`config.mk`:
```
export PLATFORM = sky130hd
export DESIGN_NAME = multdiv_unit_flat
export DESIGN_NICKNAME = d
export VERILOG_FILES = /design/src/rtl/multdiv_unit_if.sv /design/src/rtl/multdiv_unit.sv /design/src/flat_wrapper.sv
export SDC_FILE = /design/constraint.sdc
export NUM_CORES = 1
export LEC_CHECK = 0
export CAP_MARGIN = 20
export CORE_ASPECT_RATIO = 0.8
export CORE_MARGIN = 4
export CORE_UTILIZATION = 50
export DETAILED_ROUTE_END_ITERATION = 10
export GPL_ROUTABILITY_DRIVEN = 1
export PLACE_DENSITY_LB_ADDON = 0.05
export SLEW_MARGIN = 30
export SYNTH_ARGS = -nofsm -noshare
export SYNTH_HDL_FRONTEND = slang
export SYNTH_SLANG_ARGS = --single-unit
```
`constraint.sdc`:
```
create_clock -name clock -period 13.2 [get_ports clock]
set_input_delay 1.32 -clock clock [delete_from_list [all_inputs] [get_ports clock]]
set_output_delay 1.32 -clock clock [all_outputs]
set_load 0.01 [all_outputs]
```
`src/rtl/multdiv_unit_if.sv`:
```
// Operation handshake between the execute stage and the multiply/divide unit.
// Carries the start controls, both operands and the completion result/flags.
// master = processor side, slave = multdiv_unit.
interface multdiv_unit_if #(
  parameter int WIDTH = 32
);
  logic             ctrl_MULT;
  logic             ctrl_DIV;
  logic [WIDTH-1:0] data_operandA;
  logic [WIDTH-1:0] data_operandB;
  logic [WIDTH-1:0] data_result;
  logic             data_exception;
  logic             data_resultRDY;

  modport master (
    output ctrl_MULT,
    output ctrl_DIV,
    output data_operandA,
    output data_operandB,
    input  data_result,
    input  data_exception,
    input  data_resultRDY
  );

  modport slave (
    input  ctrl_MULT,
    input  ctrl_DIV,
    input  data_operandA,
    input  data_operandB,
    output data_result,
    output data_exception,
    output data_resultRDY
  );
endinterface

```
`src/rtl/multdiv_unit.sv`:
```
// Iterative signed multiply (radix-2 Booth) / divide (restoring) unit, one op in flight.
// Latency: start sampled at edge N, data_resultRDY pulses for the cycle after edge N+WIDTH+1.
// No backpressure: a start in any state abandons the current op and restarts the latency.
module multdiv_unit #(
  parameter int WIDTH = 32,
  parameter int CNT_W = 6
) (
  input  logic           clock,
  input  logic           reset,
  multdiv_unit_if.slave  bus
);

  typedef enum logic [1:0] {
    S_IDLE = 2'd0,
    S_MUL  = 2'd1,
    S_DIV  = 2'd2,
    S_DONE = 2'd3
  } state_t;

  state_t state;
  state_t state_n;

  // Shared datapath registers:
  //   MUL: hi = Booth accumulator (one guard bit), lo = multiplier, qm1 = Booth history bit,
  //        m = multiplicand.
  //   DIV: hi = partial remainder, lo = dividend magnitude shifting out / quotient shifting in,
  //        m = divisor magnitude.
  logic [WIDTH:0]   hi;
  logic [WIDTH-1:0] lo;
  logic             qm1;
  logic [WIDTH-1:0] m;
  logic [CNT_W-1:0] cnt;

  // Divide side-information captured at start.
  logic             div_neg;
  logic             div_zero;
  logic             div_ovf;

  logic [WIDTH-1:0] res_q;
  logic             exc_q;

  logic start;
  logic last;
  assign start = bus.ctrl_MULT | bus.ctrl_DIV;
  // cnt reaches WIDTH after the last iteration; that cycle finalises the result.
  assign last  = (cnt == CNT_W'(WIDTH));

  // Operand magnitudes for divide.
  logic [WIDTH-1:0] a_mag;
  logic [WIDTH-1:0] b_mag;
  assign a_mag = bus.data_operandA[WIDTH-1] ? (~bus.data_operandA + 1'b1) : bus.data_operandA;
  assign b_mag = bus.data_operandB[WIDTH-1] ? (~bus.data_operandB + 1'b1) : bus.data_operandB;

  // Booth step: add/subtract the multiplicand per {lo[0], qm1}, then arithmetic shift right.
  logic [WIDTH:0]   m_ext;
  logic [WIDTH:0]   booth_sum;
  logic [WIDTH:0]   booth_hi;
  logic [WIDTH-1:0] booth_lo;
  always_comb begin
    m_ext     = {m[WIDTH-1], m};
    booth_sum = hi;
    case ({lo[0], qm1})
      2'b01:   booth_sum = hi + m_ext;
      2'b10:   booth_sum = hi - m_ext;
      default: booth_sum = hi;
    endcase
    booth_hi = {booth_sum[WIDTH], booth_sum[WIDTH:1]};
    booth_lo = {booth_sum[0], lo[WIDTH-1:1]};
  end

  // Restoring divide step: shift in the next dividend bit and try subtracting the divisor.
  logic [WIDTH:0]   rem_sh;
  logic [WIDTH+1:0] trial;
  logic [WIDTH:0]   div_hi;
  logic [WIDTH-1:0] div_lo;
  always_comb begin
    rem_sh = {hi[WIDTH-1:0], lo[WIDTH-1]};
    trial  = {1'b0, rem_sh} - {2'b00, m};
    if (!trial[WIDTH+1]) begin
      div_hi = trial[WIDTH:0];
      div_lo = {lo[WIDTH-2:0], 1'b1};
    end else begin
      div_hi = rem_sh;
      div_lo = {lo[WIDTH-2:0], 1'b0};
    end
  end

  // Final result/exception selection once all iterations are done.
  logic [2*WIDTH-1:0] prod;
  logic [WIDTH:0]     prod_top;
  logic [WIDTH-1:0]   fin_res;
  logic               fin_exc;
  always_comb begin
    prod     = {hi[WIDTH-1:0], lo};
    prod_top = prod[2*WIDTH-1:WIDTH-1];
    fin_res  = '0;
    fin_exc  = 1'b0;
    if (state == S_MUL) begin
      fin_res = lo;
      // Product fits in WIDTH signed bits only if the top WIDTH+1 bits agree.
      fin_exc = !((&prod_top) || !(|prod_top));
    end else begin
      if (div_zero) begin
        fin_res = '0;
        fin_exc = 1'b1;
      end else begin
        // -2^(W-1) / -1 yields magnitude 2^(W-1) with positive sign, which wraps to itself.
        fin_res = div_neg ? (~lo + 1'b1) : lo;
        fin_exc = div_ovf;
      end
    end
  end

  // State register.
  always_ff @(posedge clock or posedge reset) begin
    if (reset) state <= S_IDLE;
    else       state <= state_n;
  end

  // Next-state logic; a start wins from every state, MUL wins if both controls are set.
  always_comb begin
    state_n = state;
    if (start) begin
      state_n = bus.ctrl_MULT ? S_MUL : S_DIV;
    end else begin
      case (state)
        S_IDLE:  state_n = S_IDLE;
        S_MUL:   state_n = last ? S_DONE : S_MUL;
        S_DIV:   state_n = last ? S_DONE : S_DIV;
        S_DONE:  state_n = S_IDLE;
        default: state_n = S_IDLE;
      endcase
    end
  end

  // Datapath: load on start, iterate while busy, capture the final result into the outputs.
  always_ff @(posedge clock or posedge reset) begin
    if (reset) begin
      hi       <= '0;
      lo       <= '0;
      qm1      <= 1'b0;
      m        <= '0;
      cnt      <= '0;
      div_neg  <= 1'b0;
      div_zero <= 1'b0;
      div_ovf  <= 1'b0;
      res_q    <= '0;
      exc_q    <= 1'b0;
    end else if (start) begin
      cnt      <= '0;
      hi       <= '0;
      qm1      <= 1'b0;
      div_neg  <= bus.data_operandA[WIDTH-1] ^ bus.data_operandB[WIDTH-1];
      div_zero <= (bus.data_operandB == '0);
      div_ovf  <= (bus.data_operandA == {1'b1, {(WIDTH-1){1'b0}}}) &&
                  (bus.data_operandB == {WIDTH{1'b1}});
      if (bus.ctrl_MULT) begin
        m  <= bus.data_operandA;
        lo <= bus.data_operandB;
      end else begin
        m  <= b_mag;
        lo <= a_mag;
      end
    end else if ((state == S_MUL) || (state == S_DIV)) begin
      if (!last) begin
        cnt <= cnt + CNT_W'(1);
        if (state == S_MUL) begin
          hi  <= booth_hi;
          lo  <= booth_lo;
          qm1 <= lo[0];
        end else begin
          hi <= div_hi;
          lo <= div_lo;
        end
      end else begin
        res_q <= fin_res;
        exc_q <= fin_exc;
      end
    end
  end

  assign bus.data_result    = res_q;
  assign bus.data_exception = exc_q;
  assign bus.data_resultRDY = (state == S_DONE);

endmodule

```
`src/flat_wrapper.sv`:
```
// flat-port wrapper written by rule: the top's interface ports become plain ports
module multdiv_unit_flat 
#(
  parameter int WIDTH = 32,
  parameter int CNT_W = 6
)
  (clock, reset, bus_ctrl_MULT, bus_ctrl_DIV, bus_data_operandA, bus_data_operandB, bus_data_result, bus_data_exception, bus_data_resultRDY);
  multdiv_unit_if #(.WIDTH(WIDTH)) bus_i ();
  input  logic clock;
  input  logic reset;
  input wire logic [$bits(bus_i.ctrl_MULT)-1:0] bus_ctrl_MULT;
  input wire logic [$bits(bus_i.ctrl_DIV)-1:0] bus_ctrl_DIV;
  input wire logic [$bits(bus_i.data_operandA)-1:0] bus_data_operandA;
  input wire logic [$bits(bus_i.data_operandB)-1:0] bus_data_operandB;
  output wire logic [$bits(bus_i.data_result)-1:0] bus_data_result;
  output wire logic [$bits(bus_i.data_exception)-1:0] bus_data_exception;
  output wire logic [$bits(bus_i.data_resultRDY)-1:0] bus_data_resultRDY;
  assign bus_i.ctrl_MULT = bus_ctrl_MULT;
  assign bus_i.ctrl_DIV = bus_ctrl_DIV;
  assign bus_i.data_operandA = bus_data_operandA;
  assign bus_i.data_operandB = bus_data_operandB;
  assign bus_data_result = bus_i.data_result;
  assign bus_data_exception = bus_i.data_exception;
  assign bus_data_resultRDY = bus_i.data_resultRDY;
  multdiv_unit #(.WIDTH(WIDTH), .CNT_W(CNT_W)) u_core (.clock(clock), .reset(reset), .bus(bus_i));
endmodule
```
# == Word level (Yosys, flattened, before mapping) ==
# Cells that the tools add are included.
# word_totals
ff_bits,142
out_inout_bits,34
inputBits,68
latch_bits,0
romBits,0
mem_bits_rw,0
elab_cells,80
mem_count,0
# classes
order_cmp,0
n_mux,32
multipliers,0
n_eq_ne,9
n_bitwise,6
n_reduce_logical,15
addsub,7
div,0
shifts,0
# op_table
cell,n
32-bit 2-to-1 mux,11
33-bit 2-to-1 mux,5
"32-bit by 1-bit adder with 32-bit output, second input constant",3
32-bit NOT,3
33-bit one-hot mux with 2 select lines,1
"32-bit equality test, second input constant",2
33-bit by 32-bit subtractor with 34-bit output,1
33-bit adder,1
33-bit AND reduction,1
33-bit OR reduction,1
33-bit subtractor,1
32-bit logical NOT,1
6-bit 2-to-1 mux,3
1-bit 2-to-1 mux,8
"6-bit by 1-bit adder with 6-bit output, second input constant",1
"2-bit equality test, second input constant",3
"6-bit equality test, second input constant",1
2-bit 2-to-1 mux,3
2-bit one-hot mux with 3 select lines,1
3-bit AND reduction,2
"2-bit by 1-bit equality test with 1-bit output, second input constant",2
2-bit nonzero test,2
1-bit logical NOT,2
2-bit logical NOT,1
other kinds (8),9

# == Logic depth before layout (Yosys ltp) ==
# Gate-level depths: netlist (run 1).
# logic_depth
depth_word,6
mapped_depth,19
ltp_nobuf,19

# == Worst setup path after synthesis (run 1) ==
# Ideal clock, no wire load.
# synth_path
path_type,flip-flop to flip-flop
from,reg u_core.m[2]
to,reg u_core.hi[21]
t_arrival_ns,3.818
stages_incl_launch_ff,18
period_less_slack_ns,3.896
required_time_ns,13.122
n_path_buf,0
slack_ns,9.304
setup_ns,0.078
cell_sequence,dfrtp_1 nor2_1 and4_1 and3_1 and3_1 a21oi_1 xnor2_1 ha_1 a21oi_1 o211ai_1 or3_1 o21ai_0 o21ai_0 a31o_2 xnor2_1 o211a_1 a211o_1 a21oi_1
# synth_via
elab_chain_len,6
elab_cells_between_ends,9
cone_classes,3 x add/sub; 6 x mux
# synth_lines
item,line_no,rtl
"start, declared",multdiv_unit.sv:31,logic [WIDTH-1:0] m;
"start signal, assigned",multdiv_unit.sv:158,m <= bus.data_operandA;
"start signal, assigned",multdiv_unit.sv:161,m <= b_mag;
"33-bit subtractor, or another cell as far along",multdiv_unit.sv:64,2'b10: booth_sum = hi - m_ext;
33-bit one-hot mux with 2 select lines / 33-bit 2-to-1 mux (equally long branches),"multdiv_unit.sv:62, multdiv_unit.sv:79",
33-bit 2-to-1 mux (*),multdiv_unit.sv:167,if (state == S_MUL) begin
33-bit 2-to-1 mux (*),multdiv_unit.sv:165,if (!last) begin
33-bit 2-to-1 mux (*),multdiv_unit.sv:164,end else if ((state == S_MUL) || (state == S_DIV)) begin
33-bit 2-to-1 mux (*),multdiv_unit.sv:149,end else if (start) begin
"end signal, assigned",multdiv_unit.sv:168,hi <= booth_hi;
"end signal, assigned",multdiv_unit.sv:172,hi <= div_hi;
"end, declared",multdiv_unit.sv:28,logic [WIDTH:0] hi;
# Mark *: on every way between the ends. The rest lies on a longest branch, timed or not. The select of a mux whose other input is x is not followed.
# A chain may end at the register's enable or synchronous reset.

# == Worst setup path in the final report (run 1) ==
# layout_path
from,reg u_core.m[5]
to,reg u_core.hi[29]
# The elaborated chain is that of the path after synthesis.

==> metrics.md, run 1 <==
| Metric | Value |
|---|---|
| Max_cap viols | `0` |
| Initial core utilization | `50.9%` |
| WL final | `42800 um` |
| Die footprint | `0.0296 mm2` |
| Relative slew margins | `33.2%` |
| Area fraction of the dominant cell type after synthesis | `26.5%` |
| Number of rows in the core area | `53` |
| Pin slew with the least headroom to its limit | `0.999 ns` |
| Nets | `1913` |
| Cts-stage hold buffer count | `0` |
| Post-CTS setup-driven buffer insertion count | `0` |
| Area of the core | `0.0264 mm2` |
| CP max stage cell | `nor4_1` |
| Largest area contributor in the synthesized netlist | `dfrtp_1` |
| Final setup fails | `0` |
| Finished Core Util | `57.7%` |
| Unique masters post-synth | `76` |
| Buffering stage count on the worst path with inverters included | `0` |
| Number of non-filler instances in the completed layout | `2136` |
| Die extent in x | `191 um` |
| Total DRC errors in the routed layout | `0` |
| Yosys reg bits | `142` |
| CTS Buf Count | `17` |
| Critical path class | `flip-flop to flip-flop` |
| Wire length of the first global-routing pass | `67200 um` |
| Number of vias after detailed routing | `13233` |
| Count of endpoints failing hold in the final timing report | `0` |
| Final total negative setup slack | `0 ns` |
| Number of max-slew violations in the final report | `0` |
| Run status | `completed` |
| Minimum period implied by the final worst setup slack | `4.66 ns` |
| CTS-repair resized insts | `0` |
| Maximum net fanout on the critical path | `6` |
| Sequential fraction of the synthesis area | `26.5%` |
| Gpl congestion | `0.945` |
| Synth top area cells | `dfrtp_1, ha_1, o21ai_0, nand2_1, xnor2_1` |
| Final Cell Area | `0.0152 mm2` |
| Placed cell area | `0.0146 mm2` |
| Period utilization | `35.3%` |
| Post-Place Cells | `2105` |
| Warnings, synthesis | `0` |
| H-tree depth | `4` |
| Setup repair after global routing missed its margin | `no` |
| Leakage component of the power | `6.48 nW` |
| Fraction of registers with async set or reset after synthesis | `100%` |
| Port Buffer Count | `101` |
| Data arrival time of the critical path | `4.97 ns` |
| Most common cell after layout, fill and taps aside | `nand2_1` |
| GRT Util Overall | `28.3%` |
| Root buffer cell | `clkbuf_16` |
| Crit. End Element | `flip-flop` |
| Type of the most critical hold path | `flip-flop to flip-flop` |
| Upper clock frequency limit | `215 MHz` |
| Diodes inserted | `0` |
| Share of final-layout standard cells stronger than drive strength 1 | `4.61%` |
| Number of synthesized flops with an enable pin | `0` |
| Ports | `102` |
| Num Clock Sinks | `142` |
| Tot Pwr | `1.66 mW` |
| Syn Inst Count | `1734` |
| Cell area after technology mapping | `0.0134 mm2` |
| VDD IR-drop max | `95.0 uV` |
| CP startpoint kind | `flip-flop` |
| Post-DP HPWL | `31700 um` |
| Cell type group with the largest total delay on the critical path | `compound AO/OA/AOI/OAI gates` |
| Vias/cell | `6.20` |
| Leading cell types in the layout, fill and taps excluded | `nand2_1, o21ai_0, dfrtp_1, a21oi_1, nor2_1` |
| Mean cell area of the mapped netlist | `7.75 um2` |
| WP data required | `13.51 ns` |
| Series of cell instances along the critical path | `nor3_1 -> nand2_1 -> nor4_1 -> a31oi_1 -> xnor2_1 -> ha_1 -> nand2_1 -> o211ai_1 -> or3_1 -> o21ai_0 -> o31a_1 -> o21ai_0 -> a31oi_1 -> xor2_1 -> o211ai_1 -> a32o_1` |
| Longest individual stage delay on the worst path | `0.68 ns` |
| Final antenna-violating net count | `0` |
| Final setup skew | `0.00766 ns` |
| Remaining global-route overflow | `0` |
| Pwr Density | `109 mW/mm2` |
| Maximum buffer depth of the clock tree | `2` |
| Primary flip-flop cell chosen by synthesis mapping | `dfrtp_1` |
| Post-synthesis to final-layout area growth | `13.3%` |
| CTS tree | `yes` |
| Die Height | `155 um` |
| Vias in the first global route | `12062` |
| Avg WL per Cell | `20.0 um` |
| Clock-pin slew of the registers on the worst-case setup and hold paths | `0.06 ns` |
| Post-synth net total | `1880` |
| Number of DRC markers in iteration 0 | `1265` |
| Largest net degree at the start of global routing | `86` |
| 1st-pass router iterations | `8` |
| Clk_lat worst skew | `0.43 ns` |
| Antenna violations before repair | `0` |
[area by class of cell]
class | instances | area, um2
Clock buffer | 24 | 502
Clock inverter | 7 | 60.1
Fill cell | 2517 | 11200
Inverter | 71 | 272
Multi-Input combinational cell | 1418 | 9260
Sequential cell | 142 | 3550
Tap cell | 357 | 447
Timing Repair Buffer | 117 | 1130
[per-stage QoR]
step,hold slack [ns],setup slack [ns]
after floorplan,0.452,8.07
final,0.472,8.54
after global routing,0.497,8.02
after CTS,0.483,8.61
after detailed placement,0.469,8.53
after global placement,0.463,8.61
[sequential cells by signal, indices dropped and copies added (netlist names)]
register	cells
u_core.bus.data_exception	1
u_core.bus.data_result	32
u_core.cnt	6
u_core.div_neg	1
u_core.div_ovf	1
u_core.div_zero	1
u_core.hi	33
u_core.lo	32
u_core.m	32
u_core.qm1	1
u_core.state	2
[cell families (layout without fill, tap and decap cells)]
family | Yosys count | after routing | synth area share, %
buffers and inverters | 174 | 219 | 4.95
adder cells (fa/ha/maj) | 78 | 78 | 7.38
AND/OR/NAND/NOR | 546 | 546 | 19.1
AO/OA/AOI/OAI | 570 | 570 | 27.0
flip-flops | 142 | 142 | 26.5
multiplexers | 46 | 46 | 3.51
XOR/XNOR | 178 | 178 | 11.6
[report_power, final]
group / leakage (nW) / total (mW) / internal (mW) / switching [mW]
clock: 0.285 / 0.471 / 0.281 / 0.190
sequential: 1.80 / 0.532 / 0.472 / 0.0603
combinational: 4.39 / 0.659 / 0.269 / 0.390
total: 6.48 / 1.66 / 1.02 / 0.641
[worst register-to-register path: stages (launching register included)]
cell      delay, ns
dfrtp_1        0.43
nor3_1         0.39
nand2_1        0.13
nor4_1         0.68
a31oi_1        0.20
xnor2_1        0.17
ha_1           0.36
nand2_1        0.10
o211ai_1       0.10
or3_1          0.31
o21ai_0        0.38
o31a_1         0.33
o21ai_0        0.18
a31oi_1        0.23
xor2_1         0.16
o211ai_1       0.09
a32o_1         0.31
[per-layer routing]
layer,up-vias,track usage (%),share of wire (%)
met1,6383,43.0,48
met5,-,0,0
met4,0,6.32,1.5
li1,6324,-,-
met3,47,5.12,7.1
met2,479,41.9,44
[worst paths after layout]
check / startpoint / to / slack [ns] / depth (start not counted)
setup / recovery: u_core.m[5] / u_core.hi[29] / 8.54 / 16
hold / removal: u_core.bus.data_result[1] / u_core.bus.data_result[1] / 0.47 / 2
setup reg to reg: u_core.m[5] / u_core.hi[29] / 8.54 / 16
hold reg to reg: u_core.bus.data_result[1] / u_core.bus.data_result[1] / 0.47 / 2
max in group asynchronous: reset / u_core.hi[5] / 10.72 / 3
min in group asynchronous: reset / u_core.bus.data_result[28] / 1.38 / 2
[cell usage after synthesis, types with 31 or more instances]
| library cell | count |
|---|---|
| nor2_1 | 115 |
| a211oi_1 | 37 |
| o211ai_1 | 32 |
| dfrtp_1 | 142 |
| o21ai_0 | 181 |
| ha_1 | 76 |
| inv_1 | 71 |
| xor2_1 | 85 |
| a21oi_1 | 117 |
| o31ai_1 | 31 |
| nand2_1 | 239 |
| mux2i_1 | 37 |
| xnor2_1 | 93 |
| clkbuf_1 | 83 |
(Power assumes the default switching activity.)
==> inputs of run 2 (changes only) <==
- clock period: 13.2 -> 4.7 ns (I/O delays scaled with it)
==> metrics.md, run 2 (same netlist as run 1, synthesis figures left out) <==
| Metric | Value |
|---|---|
| Run status | `completed` |
| Antenna violations before repair | `0 (unchanged)` |
| Period utilization | `92.8% (+58 points)` |
| Vias/cell | `6.15 (-0.78%)` |
| WP data required | `5.02 ns (-8.49 ns)` |
| Number of DRC markers in iteration 0 | `1211 (-4.3%)` |
| Count of endpoints failing hold in the final timing report | `0 (unchanged)` |
| Gpl congestion | `0.894 (-5.4%)` |
| Area of the core | `0.0264 mm2 (unchanged)` |
| Most common cell after layout, fill and taps aside | `nand2_1` |
| Setup repair after global routing missed its margin | `no` |
| Critical path class | `flip-flop to flip-flop` |
| Number of vias after detailed routing | `13240 (+0.053%)` |
| Avg WL per Cell | `20.4 um (+1.7%)` |
| Port Buffer Count | `101 (unchanged)` |
| Number of max-slew violations in the final report | `0 (unchanged)` |
| Post-CTS setup-driven buffer insertion count | `0 (unchanged)` |
| Pwr Density | `305 mW/mm2 (+180%)` |
| H-tree depth | `4 (unchanged)` |
| Minimum period implied by the final worst setup slack | `4.36 ns (-0.294 ns)` |
| VDD IR-drop max | `292 uV (+210%)` |
| Number of rows in the core area | `53 (unchanged)` |
| Num Clock Sinks | `142 (unchanged)` |
| Relative slew margins | `40.5% (+7.3 points)` |
| Diodes inserted | `0 (unchanged)` |
| Clk_lat worst skew | `0.43 ns (about the same)` |
| Ports | `102 (unchanged)` |
| Hold WS | `0.475 ns (+0.00338 ns)` |
| Remaining global-route overflow | `0 (unchanged)` |
| Maximum net fanout on the critical path | `6 (unchanged)` |
| Post-synthesis to final-layout area growth | `14.3%` |
| CP startpoint kind | `flip-flop` |
| Die footprint | `0.0296 mm2 (unchanged)` |
| Clock-pin slew of the registers on the worst-case setup and hold paths | `0.06 ns (about the same)` |
| Maximum buffer depth of the clock tree | `2 (unchanged)` |
| Flip-flop count of the largest register after layout | `33 (unchanged)` |
| Number of filler instances in the final layout | `2532 (+0.60%)` |
| Data arrival time of the critical path | `4.68 ns (-0.29 ns)` |
| Final total negative setup slack | `0 ns (unchanged)` |
| Number of non-filler instances in the completed layout | `2154 (+0.84%)` |
| Leading cell types in the layout, fill and taps excluded | `nand2_1, o21ai_0, dfrtp_1, a21oi_1, nor2_1` |
| Vias in the first global route | `12429 (+3.0%)` |
| Cts-stage hold buffer count | `0 (unchanged)` |
| Nets | `1930 (+0.89%)` |
| WL final | `43900 um (+2.6%)` |
| Longest individual stage delay on the worst path | `0.43 ns (-0.25 ns)` |
| Share of final-layout standard cells stronger than drive strength 1 | `5.79% (+1.2 points)` |
| Most flop-heavy register | `u_core.hi` |
| Pin slew with the least headroom to its limit | `0.892 ns (-0.107 ns)` |
| Register Area | `0.00355 mm2 (unchanged)` |
| Die extent in x | `191 um (unchanged)` |
| Final setup skew | `0.00748 ns (-0.000183 ns)` |
| CTS tree | `yes` |
| Leakage component of the power | `6.55 nW (+1.1%)` |
| Area taken by multi-input logic gates | `0.00928 mm2 (+0.23%)` |
| Type of the most critical hold path | `flip-flop to flip-flop` |
| CTS Buf Count | `17 (unchanged)` |
| Wire length of the first global-routing pass | `69600 um (+3.6%)` |
| CP max stage cell | `a31oi_1` |
| Post-DP HPWL | `32700 um (+3.1%)` |
| Die Height | `155 um (unchanged)` |
| Largest net degree at the start of global routing | `99 (+15%)` |
| Total DRC errors in the routed layout | `0 (unchanged)` |
| Most frequent cell on the critical path | `o211ai_1` |
| Upper clock frequency limit | `229 MHz (+6.7%)` |
| Final setup fails | `0 (unchanged)` |
| Initial core utilization | `50.9% (unchanged)` |
| Final antenna-violating net count | `0 (unchanged)` |
| GRT Util Overall | `29.4% (+1.1 points)` |
| Series of cell instances along the critical path | `nor3_1 -> nand2_1 -> nor4_1 -> buf_4 -> a31oi_1 -> xnor2_1 -> ha_1 -> and4_1 -> nor3b_1 -> o211ai_1 -> nand2_1 -> o211ai_1 -> a31oi_1 -> a211oi_1 -> xor2_1 -> o211ai_1 -> a32o_1` |
| Cell type group with the largest total delay on the critical path | `simple AND/OR/NAND/NOR gates` |
| Post-Place Cells | `2122 (+0.81%)` |
| Buffering stage count on the worst path with inverters included | `1 (+1)` |
| Root buffer cell | `clkbuf_16` |
| Crit. End Element | `flip-flop` |
| Max_cap viols | `0 (unchanged)` |
| 1st-pass router iterations | `5 (-3)` |
## run 2: cell type report
cell class	count	share of cell area (%)
clock inverter	6	0.212
inverter	71	1.78
clock buffer	26	3.32
timing repair buffer	134	8.24
multi-input combinational	1418	60.4
tap	357	2.91
sequential	142	23.1
## run 2: path summary, 6_finish.rpt
check	from	end	slack (ns)	depth (start not counted)
worst min-delay path	u_core.bus.data_result[28]	u_core.bus.data_result[28]	0.48	2
max in group asynchronous	reset	u_core.m[6]	3.36	3
worst max register to register	u_core.m[5]	u_core.hi[28]	0.34	17
worst max-delay path	u_core.m[5]	u_core.hi[28]	0.34	17
min in group asynchronous	reset	u_core.cnt[3]	0.54	2
worst min register to register	u_core.bus.data_result[28]	u_core.bus.data_result[28]	0.48	2
## run 2: tightest hold or removal path, cell delays in order (launching register included)
cell,delay (ns)
dfrtp_1,0.34
nand2_1,0.04
o21ai_0,0.06
## run 2: report_power, final
part	internal (mW)	switching [mW]	total, mW
Combinational	0.780	1.12	1.90
Clock	0.742	0.560	1.30
Sequential	1.33	0.160	1.49
Total	2.85	1.84	4.69
## run 2: per-stage QoR
step	instance area (um2)	utilization, %	power, mW	setup slack [ns]
final	15400	58.2	4.69	0.336
after global routing	15400	58.2	4.98	0.000737
after CTS	15300	58.1	4.68	0.294
after detailed placement	14800	56.0	3.37	0.328
after global placement	14800	56.0	3.36	0.342
after floorplan	13400	-	2.80	0.420
## run 2: metal layers
metal | vias up | part of all wire [%] | track usage [%]
li1 | 6370 | - | -
met1 | 6389 | 47 | 43.5
met2 | 436 | 44 | 45.1
met3 | 45 | 7.3 | 5.62
met4 | 0 | 1.5 | 5.68
met5 | - | 0 | 0
## run 2: what timing repair did
action / CTS / global route
setup endpoints to repair: 0 / 4
hold endpoints to repair: 0 / 0
gates resized for setup: 0 / 6
==> inputs of run 3 (changes only) <==
- ABC_AREA: default -> 1
- CORE_UTILIZATION: 50 -> 58
==> metrics.md, run 3 <==
| Metric | Value |
|---|---|
| Largest area contributor in the synthesized netlist | `dfrtp_1` |
| Most common cell after layout, fill and taps aside | `nand2_1` |
| Warnings, synthesis | `0 (unchanged)` |
| Post-CTS setup-driven buffer insertion count | `0 (unchanged)` |
| Clock-pin slew of the registers on the worst-case setup and hold paths | `0.07 ns (about the same)` |
| Post-synth net total | `2796 (+49%)` |
| Initial core utilization | `59.5% (+8.6 points)` |
| Global-route met3 utilization | `14.8% (+9.2 points)` |
| Setup repair after global routing missed its margin | `no` |
| Diodes inserted | `0 (unchanged)` |
| Number of DRC markers in iteration 0 | `2890 (+140%)` |
| Num Clock Sinks | `142 (unchanged)` |
| Primary flip-flop cell chosen by synthesis mapping | `dfrtp_1` |
| Final setup skew | `0.0129 ns (+0.00547 ns)` |
| Cell area after technology mapping | `0.0158 mm2 (+18%)` |
| Total DRC errors in the routed layout | `0 (unchanged)` |
| Largest net degree at the start of global routing | `81 (-18%)` |
| Unique masters post-synth | `50 (-34%)` |
| Reg-to-Reg End | `u_core.hi[26]` |
| Antenna violations before repair | `1 (+1)` |
| Max_cap viols | `0 (unchanged)` |
| Fraction of registers with async set or reset after synthesis | `100% (unchanged)` |
| Leading cell types in the layout, fill and taps excluded | `nand2_1, inv_1, nor2_1, nand3_1, a21oi_1` |
| Final setup fails | `0 (unchanged)` |
| Hold EP | `u_core.bus.data_result[17]` |
| Root buffer cell | `clkbuf_16` |
| Period utilization | `86.3% (-6.6 points)` |
| Routing usage on met1 | `58.0% (+15 points)` |
| R2r setup slk | `0.65 ns (+0.31 ns)` |
| CTS-repair resized insts | `0 (unchanged)` |
| Port Buffer Count | `101 (unchanged)` |
| GRT Util Overall | `40.4% (+11 points)` |
| 1st-pass router iterations | `9 (+4)` |
| Run status | `completed` |
| Area fraction of the dominant cell type after synthesis | `22.5% (-3.9 points)` |
| Number of non-filler instances in the completed layout | `3079 (+43%)` |
| Cts-stage hold buffer count | `0 (unchanged)` |
| Yosys reg bits | `142 (unchanged)` |
| Post-synthesis to final-layout area growth | `11.9%` |
| Finished Core Util | `66.6% (+8.4 points)` |
| Sequential fraction of the synthesis area | `22.5% (-3.9 points)` |
| Vias/cell | `6.15 (about the same)` |
| Number of synthesized flops with an enable pin | `0 (unchanged)` |
| Ports | `102 (unchanged)` |
| Die footprint | `0.0299 mm2 (+1.3%)` |
| Pwr Density | `289 mW/mm2 (-5.3%)` |
| Maximum buffer depth of the clock tree | `2 (unchanged)` |
| Vias in the first global route | `16843 (+36%)` |
| Sw Ratio | `46.6% (+7.4 points)` |
| Flip-flop count of the largest register after layout | `33 (unchanged)` |
| Remaining global-route overflow | `0 (unchanged)` |
| Switching pwr | `2.38 mW (+29%)` |
| Upper clock frequency limit | `247 MHz (+7.6%)` |
| Synth top area cells | `dfrtp_1, nand2_1, inv_1, nand3_1, ha_1` |
| Number of rows in the core area | `53 (unchanged)` |
| Number of filler instances in the final layout | `2420 (-4.4%)` |
| Share of final-layout standard cells stronger than drive strength 1 | `3.67% (-2.1 points)` |
| Combinational group share of total power | `43.3% (+2.8 points)` |
| Post-DP HPWL | `47900 um (+46%)` |
| Wire length of the first global-routing pass | `94700 um (+36%)` |
| WL final | `61800 um (+41%)` |
| WP data required | `5.03 ns (about the same)` |
| Power share of the sequential group | `29.4% (-2.3 points)` |
| Most flop-heavy register | `u_core.hi` |
| H-tree depth | `4 (unchanged)` |
| Data arrival time of the critical path | `4.39 ns (-0.29 ns)` |
| Area of the core | `0.0265 mm2 (+0.50%)` |
| Cell with the most instances after synthesis | `nand2_1` |
| Final antenna-violating net count | `0 (unchanged)` |
| Commonest cells post-synth | `nand2_1, inv_1, nor2_1` |
| Gpl congestion | `1.07 (+20%)` |
| Die extent in x | `192 um (+0.63%)` |
| VDD IR-drop max | `263 uV (-9.9%)` |
| Worst Hold Launch | `u_core.bus.data_result[17]` |
| Clk_lat worst skew | `0.45 ns (+0.02 ns)` |
| Pin slew with the least headroom to its limit | `1.05 ns (+0.161 ns)` |
| Most crowded layer after global routing | `met1` |
| Critical path class | `flip-flop to flip-flop` |
| Clock power frac | `27.3% (-0.5 points)` |
| Die Height | `156 um (+0.62%)` |
| Avg WL per Cell | `20.1 um (-1.5%)` |
| Crit. End Element | `flip-flop` |
| Number of max-slew violations in the final report | `0 (unchanged)` |
| M2 GR Usage | `57.6% (+12 points)` |
| Post-Place Cells | `3047 (+44%)` |
| Relative slew margins | `29.2% (-11 points)` |
| CTS tree | `yes` |
| Final total negative setup slack | `0 ns (unchanged)` |
| FF-to-FF Start | `u_core.m[1]` |
| Internal power contribution | `2.72 mW (-4.3%)` |
| Minimum period implied by the final worst setup slack | `4.05 ns (-0.309 ns)` |
| Number of cells traversed by the worst hold path | `2 (unchanged)` |
| CTS Buf Count | `17 (unchanged)` |
| Nets | `2855 (+48%)` |
| Mean cell area of the mapped netlist | `5.96 um2 (-23%)` |
| Count of endpoints failing hold in the final timing report | `0 (unchanged)` |
| Syn Inst Count | `2650 (+53%)` |
| Number of vias after detailed routing | `18921 (+43%)` |
| Type of the most critical hold path | `flip-flop to flip-flop` |
| Maximum net fanout on the critical path | `5 (-1)` |
| CP startpoint kind | `flip-flop` |
| R2r worst-path depth | `21 (+4)` |
| Leakage component of the power | `9.28 nW (+42%)` |
-- run 3: cell count changes in the layout (fill, tap and decap cells not counted), sizes merged, moves of 25 or more --
cell,change
a211oi,-37
a21oi,+68
a22oi,+34
inv,+361
mux2i,-37
nand2,+575
nand3,+178
nand4,+31
nor2,+122
o21ai,-81
o221ai,+25
o31ai,-25
xnor2,-90
-- run 3: critical path, cell delays in order (launching register included) --
cell and delay, ns:
dfrtp_1 0.39, inv_1 0.16, ha_1 0.20, nand2_1 0.08, nor2_1 0.26, nand2_1 0.15
nor4_1 0.29, nand2_1 0.16, o21ai_0 0.39, xor2_1 0.16, ha_1 0.47, nand2_1 0.16
inv_1 0.10, nand2_1 0.16, nor4_1 0.26, nand2_1 0.13, nand2_1 0.09, nand2_1 0.05
nand3_1 0.09, nand2_1 0.07, nand3_1 0.08, nand2_1 0.05
-- run 3: layout make-up --
| type | count | area, um2 | area share (%) |
|---|---|---|---|
| clock buffer | 18 | 439 | 2.49 |
| multi-input combinational | 1991 | 10200 | 58.0 |
| sequential | 142 | 3550 | 20.1 |
| clock inverter | 14 | 146 | 0.829 |
| inverter | 428 | 1610 | 9.13 |
| timing repair buffer | 129 | 1220 | 6.91 |
| tap | 357 | 447 | 2.53 |
-- run 3: layer usage --
layer	wire [um]	part of all wire (%)	vias up
met3	9460	15	168
met2	25400	41	1331
met1	25300	41	8684
met4	1630	2.6	2
met5	13	0.021	-
li1	-	-	8736
-- run 3: kinds of logic after synthesis --
group | after synthesis | synth area share, %
fa+ha+maj | 78 | 6.28
xor+xnor | 90 | 4.99
buf+inv | 517 | 12.7
compound gates | 434 | 16.3
flops | 142 | 22.5
simple gates | 1389 | 37.2
-- run 3: worst max-delay path by stage --
stage | from | to | slack, ns | cells past startpoint
finish | u_core.m[1] | u_core.hi[26] | 0.65 | 21
global route | u_core.m[1] | u_core.hi[26] | 0.25 | 21
CTS | u_core.m[1] | u_core.hi[31] | 0.79 | 22
detailed placement | u_core.m[1] | u_core.hi[31] | 0.81 | 22
global placement | u_core.m[1] | u_core.hi[26] | 0.84 | 21
floorplan | reset | u_core.bus.data_exception | 0.42 | 1
-- run 3: power by group through the flow --
stage                     Combinational, mW  Clock (mW)  Sequential, mW
after floorplan                        1.49           0            1.44
after global placement                 2.08           0            1.50
after detailed placement               2.10           0            1.51
after CTS                              2.13        1.39            1.49
after global routing                   2.40        1.44            1.51
final                                  2.21        1.39            1.50
-- run 3: metrics by stage --
step | instance area, um2 | hold slack, ns | total power, mW | setup slack [ns]
after floorplan | 15800 | 0.434 | 2.93 | 0.420
after global placement | 17100 | 0.446 | 3.58 | 0.841
after detailed placement | 17100 | 0.453 | 3.61 | 0.808
after CTS | 17700 | 0.491 | 5.00 | 0.788
after global routing | 17700 | 0.508 | 5.35 | 0.250
final | 17700 | 0.489 | 5.10 | 0.646
